File: config.mk
export PLATFORM = sky130hd
export DESIGN_NAME = zone_sequence_req
export DESIGN_NICKNAME = d
export VERILOG_FILES = /design/src/rtl/zone_sequence_req.sv
export SDC_FILE = /design/constraint.sdc
export NUM_CORES = 1
export LEC_CHECK = 0
export BUFFER_PORTS_ARGS = -buffer_cell sky130_fd_sc_hd__buf_2
export CORE_AREA = 5 5 42 44
export CTS_CLUSTER_DIAMETER = 100
export DETAILED_ROUTE_END_ITERATION = 16
export DIE_AREA = 0 0 47 49
export HOLD_SLACK_MARGIN = 0.08
export PLACE_DENSITY_LB_ADDON = 0.12
export SETUP_SLACK_MARGIN = 0.1
export SYNTH_ARGS = -nofsm -noshare
export SYNTH_HDL_FRONTEND = slang
export SYNTH_SLANG_ARGS = --single-unit
File: constraint.sdc
create_clock -name clk -period 2.2 [get_ports clk]
set_input_delay 0.33 -clock clk [delete_from_list [all_inputs] [get_ports clk]]
set_output_delay 0.33 -clock clk [all_outputs]
set_load 0.005 [all_outputs]
File: src/rtl/zone_sequence_req.sv
// zone_sequence_req: ordered zone-visit requirement monitor for the maze harness.
// Tracks NUM_ZONES zones visited in strict order, with an absorbing trap zone,
// an optional strict no-skip mode (STRICT) and an optional step-budget error
// compiled in when the macro ZONE_SEQ_STEP_BUDGET_EN is defined.
module zone_sequence_req #(
   parameter int  NUM_ZONES = 5,
   parameter int  STRICT    = 0,
   parameter int  MAX_STEPS = 64,
   localparam int STAGE_W   = $clog2(NUM_ZONES + 1)
) (
   input  logic                 clk,
   input  logic                 rst,
   input  logic                 iupdown,
   input  logic                 ileftright,
   input  logic [NUM_ZONES-1:0] controllable_zone,
   input  logic                 controllable_trap,
   output logic                 error,
   output logic                 objective,
   output logic                 trapped,
   output logic [STAGE_W-1:0]   stage
);

   localparam logic [STAGE_W-1:0] STAGE_DONE = STAGE_W'(NUM_ZONES);

   logic               armed_q,   armed_d;
   logic               trapped_q, trapped_d;
   logic [STAGE_W-1:0] stage_q,   stage_d;
   logic               done;
   logic               hit_next;
   logic               hit_skip;
   logic               unused_inputs;

   // Move inputs belong to the environment model; the monitor never looks at them.
   assign unused_inputs = &{1'b0, iupdown, ileftright};

   assign done = (stage_q == STAGE_DONE);

   // Classify asserted zone bits against the current stage: expected vs. beyond it.
   always_comb begin
      hit_next = 1'b0;
      hit_skip = 1'b0;
      for (int j = 0; j < NUM_ZONES; j++) begin
         if (controllable_zone[j]) begin
            if (STAGE_W'(j) == stage_q) hit_next = 1'b1;
            if (STAGE_W'(j) >  stage_q) hit_skip = 1'b1;
         end
      end
   end

   // Next-state: arming edge ignores inputs; then trap > strict skip > advance > hold.
   always_comb begin
      armed_d   = 1'b1;
      trapped_d = trapped_q;
      stage_d   = stage_q;
      if (armed_q && !done && !trapped_q) begin
         if (controllable_trap) begin
            trapped_d = 1'b1;
         end else if ((STRICT != 0) && hit_skip) begin
            trapped_d = 1'b1;
         end else if (hit_next) begin
            stage_d = stage_q + STAGE_W'(1);
         end
      end
   end

   // Monitor state registers with asynchronous reset.
   // NOTE: sequential state uses non-blocking assignments so every flop samples pre-edge values.
   always_ff @(posedge clk or posedge rst) begin
      if (rst) begin
         armed_q   <= 1'b0;
         trapped_q <= 1'b0;
         stage_q   <= '0;
      end else begin
         armed_q   <= armed_d;
         trapped_q <= trapped_d;
         stage_q   <= stage_d;
      end
   end

   assign objective = done & ~trapped_q;
   assign trapped   = trapped_q;
   assign stage     = stage_q;

`ifdef ZONE_SEQ_STEP_BUDGET_EN
   localparam int               CNT_W      = $clog2(MAX_STEPS + 1);
   localparam logic [CNT_W-1:0] STEP_LIMIT = CNT_W'(MAX_STEPS);

   logic [CNT_W-1:0] steps_q,      steps_d;
   logic             budget_err_q, budget_err_d;

   // Count armed searching cycles; flag exhaustion unless the objective lands on that edge.
   always_comb begin
      steps_d      = steps_q;
      budget_err_d = budget_err_q;
      if (armed_q && !done && !trapped_q && (steps_q != STEP_LIMIT)) begin
         steps_d = steps_q + CNT_W'(1);
         if ((steps_d == STEP_LIMIT) && (stage_d != STAGE_DONE)) begin
            budget_err_d = 1'b1;
         end
      end
   end

   // Step counter and sticky budget error registers.
   always_ff @(posedge clk or posedge rst) begin
      if (rst) begin
         steps_q      <= '0;
         budget_err_q <= 1'b0;
      end else begin
         steps_q      <= steps_d;
         budget_err_q <= budget_err_d;
      end
   end

   assign error = trapped_q | budget_err_q;
`else
   logic unused_budget;

   // Without the budget feature the step limit has no consumer.
   assign unused_budget = (MAX_STEPS > 0);
   assign error         = trapped_q;
`endif

endmodule

=== Word-level counts from Yosys, hierarchy flattened ===
Index checks and enable logic that the tools add are counted.
Widths: inputs -> output; s select.

* Bitwise operators: 3
* Add/subtract/negate cells: 1
* Reductions and logical operators: 7
* Mux-type cells: 10
* Equal/unequal tests: 5

{| class="wikitable"
|+ Operator list
! kind !! count
|-
| $mux 1 || 10
|-
| $eq 2x3->1 const A || 2
|-
| $add 3x1->3 const B || 1
|-
| $eq 1x3->1 const A || 1
|-
| $eq 3x3->1 const A || 1
|-
| $eq 3x3->1 const B || 1
|-
| $logic_not 3->1 || 1
|-
| $reduce_and 3->1 || 1
|-
| $logic_and 1x1->1 || 2
|-
| $logic_not 1->1 || 2
|-
| $not 1->1 || 2
|-
| $reduce_and 2->1 || 1
|-
| $and 1x1->1 || 1
|}

* Logic and storage cells: 29
* Flip-flop bits (word level): 5

=== Logic depth before layout (Yosys ltp) ===
* Depth in word-level cells: 12
* Gate-level depth with buffers: 6
* Gate-level depth less buffers: 6

=== Least setup slack after synthesis ===
OpenSTA, ideal clock, no wires.

* Path kind: flip-flop to flip-flop
* Start: reg stage_q[1] (netlist: stage[1])
* End: reg stage_q[1] (netlist: stage[1])
* Slack: 0.575 ns
* Path buffers: 0
* Arrival time: 1.500 ns
* Required time: 2.075 ns
* Cell stages (with the launch flop): 7
* Cell sequence: dfrtp_1 inv_1 ha_1 a22oi_1 or2_2 a21o_2 mux2_4

* Longest elaborated chain between the ends: 12
* Elaborated cells on any way between the ends: 21
* Those cells by class: 1 x add/sub; 5 x eq/ne; 10 x mux; 5 x reduce/logical

{| class="wikitable"
|+ RTL lines
! item !! RTL line !! source
|-
| start: declaration || 27 || <nowiki>logic [STAGE_W-1:0] stage_q, stage_d;</nowiki>
|-
| start signal: assignment || 76 || <nowiki>stage_q <= stage_d;</nowiki>
|-
| $logic_not 3->1 || 44 || <nowiki>if (STAGE_W'(j) == stage_q) hit_next = 1'b1;</nowiki>
|-
| $mux 1 || 44 ||
|-
| $mux 1 || 43 || <nowiki>if (controllable_zone[j]) begin</nowiki>
|-
| $mux 1 || 44 ||
|-
| $mux 1 || 43 ||
|-
| $mux 1 || 44 ||
|-
| $mux 1 || 43 ||
|-
| $mux 1 || 44 ||
|-
| $mux 1 || 43 ||
|-
| $mux 1 || 44 ||
|-
| $mux 1 || 43 ||
|-
| $reduce_and 3->1 (no source line) || n/a ||
|}

Parallel ways exist; a longest one is shown, timed or not.
A chain may end at the register's enable or synchronous reset.

=== Worst setup path after layout ===
Same ends and word-level chain as after synthesis.

==> impl_metrics.ini <==
[global_routing]
antenna_found_initial = 0
grt_start_max_net_pins = 8
grt_use_total_pct = 7.284
grt_pass1_wl_um = 1179
grt_pass1_vias = 278
grt_overflow = 0

[routing]
drt_iter0_drc = 0
drc = 0
vias = 273
wl_per_cell_um = 10.53
final_antenna_net_count = 0
drtPass1Iterations = 1
wl_um = 674
viasPerCell = 4.266

[job]
cap_violations = 0

[clock_network]
tritoncts = yes
cts-root-buf = clkbuf_4
insertion_delay_ns = 0.24
clk_pin_slew_ns = 0.05
cts.htree.levels = 1
numCtsBuffers = 3
clock_sinks = 5
post-cts-setup-buffers = 0
cts_buffer_depth = 2

[synth]
synthArstFlopShare_pct = 100.0
synth_area_leaders = dfrtp_1, ha_1, mux2_4
synth-seq-area-share_pct = 37.74
synth-adder-area-share_pct = 18.87
synth_top_family_by_area = adder cells
synth_ff_type = dfrtp_1
synth_area_leader_cell = dfrtp_1
synth_area_um2 = 331.6
synth_nets = 46
synth_top_area_share_pct = 37.74
ys_warn_count = 0
synth-simple-area-share_pct = 6.792
synth_edf_count = 0
synthTopCellsByCount = dfrtp_1, ha_1, inv_1, mux2_4, nor2_1
muxShareOfSynthArea_pct = 9.057
syn_area_per_cell_um2 = 10.70
synth_xor_area_share_pct = 2.642
synthCells = 31
ys_ff_latch = 5
synth.distinct_cells = 18
synth_compound_area_share_pct = 16.98

[floorplan]
die_w_um = 47
rows = 14
die_area_um2 = 2303
initial_core_util_pct = 23.66
die_y_um = 49
io_pins = 16
core_um2 = 1401

[critical_path]
crit_fanout = 5
worst-endpoint-required_ns = 2.33
cp-end-kind = flip-flop
worstReg2RegStart = stage[1]
critical_path.startpoint = stage[1]
cp-start-kind = flip-flop
critPathKind = flip-flop to flip-flop
worstPathArrival_ns = 1.84

[timing]
finalSetupViolCount = 0
clock.fmax_mhz = 582.6
hold_viol_final = 0
worst_slack_ns = 0.4834
slew_viol_final = 0
period_needed_ns = 1.717
rsz0062_at_grt = false
final.setup.tns_ns = 0
finalCritPeriodShare_pct = 78.03
skew_ns = 0.001161
hold_ws_ns = 0.3475

[final_layout]
layout-drive-gt1-share_pct = 47.92
antennaDiodeCount = 0
fin_nets = 64
fillCellCount = 159
area_delta_synth_final_pct = 34.72

[status]
outcome = completed

[power]
ir_drop_mv = 0.4225
power_density_nw_per_um2 = 645.7
p_leak_nw = 0.2214

[placement]
place_congestion = 0.6768
dp_hpwl_um = 576.9
io_buffers = 13
dp_slack_ns = 0.4844

[hold_path]
hp-start = controllable_trap
hp-class = primary input to flip-flop
==> layout by cell type (no fill, tap or decap), drive strengths merged, types with 2 or more instances in the layout <==
cell    Yosys  layout
buf         1      13
ha          5       5
dfrtp       5       5
inv         4       4
clkbuf      0       3
mux2        2       2
nor2        2       2
a22oi       2       2
==> state kept, by name, indices dropped and copies added, names as in the netlist <==
| signal | cells |
|---|---|
| error | 1 |
| armed_q | 1 |
| stage | 3 |
==> what timing repair did <==
action,4_1_cts,5_1_grt
hold buffers,1,0
gates resized for setup,0,0
hold endpoints to repair,5,0
==> logic make-up (layout without fill, tap and decap cells) <==
kind of cell / after synthesis / in the layout
DFF: 5 / 5
muxes: 2 / 2
and+or+nand+nor: 5 / 5
AOI/OAI and AO/OA: 7 / 7
buffers and inverters: 5 / 22
other: 1 / 1
adders and majority gates: 5 / 5
xor gates and xnor gates: 1 / 1
==> critical path, stage by stage (launching register included) <==
cell,delay (ns)
dfrtp_1,0.42
inv_1,0.09
ha_1,0.17
a22oi_1,0.11
or2_2,0.28
a21o_2,0.24
mux2_4,0.29
==> final cells by class <==
class,count,area (um^2),area share (%)
Clock buffer,3,22.52,5.042
Timing Repair Buffer,14,75.07,16.81
Sequential cell,5,125.1,28.01
Clock inverter,1,5.005,1.120
Inverter,4,15.01,3.361
Tap cell,16,20.02,4.482
Multi-Input combinational cell,21,183.9,41.18
==> metal layers <==
metal | vias to the layer above | track usage (%) | part of all wire, %
li1 | 137 | - | -
met4 | 0 | 0 | 0
met1 | 127 | 8.241 | 40
met3 | 0 | 5.535 | 8.6
met2 | 9 | 11.54 | 51
met5 | - | 0 | 0
==> stage by stage <==
step / power [mW] / utilization, % / area (um^2) / instances
2_1_floorplan: 0.1553 / - / 331.6 / 31
3_3_place_gp: 0.1789 / 29.20 / 409.1 / 59
3_5_place_dp: 0.1842 / 29.20 / 409.1 / 59
4_1_cts: 0.2974 / 31.87 / 446.7 / 64
5_1_grt: 0.3162 / 31.87 / 446.7 / 64
6_report: 0.2884 / 31.87 / 446.7 / 64
==> path summary, 6_finish.rpt <==
check                      endpoint  slack [ns]  depth (start not counted)
min reg2reg                   error        0.52                          1
max                        stage[1]        0.48                          6
max reg2reg                stage[1]        0.48                          6
min                           error        0.35                          2
max in group asynchronous  stage[2]        1.50                          3
min in group asynchronous     error        0.52                          3
==> report_power, final <==
| group | total (mW) | switching, mW | internal, mW |
|---|---|---|---|
| Sequential | 0.113 | 0.0123 | 0.101 |
| Combinational | 0.0691 | 0.0322 | 0.0369 |
| Clock | 0.106 | 0.0401 | 0.0659 |
Power figures use the tool's default switching activity.
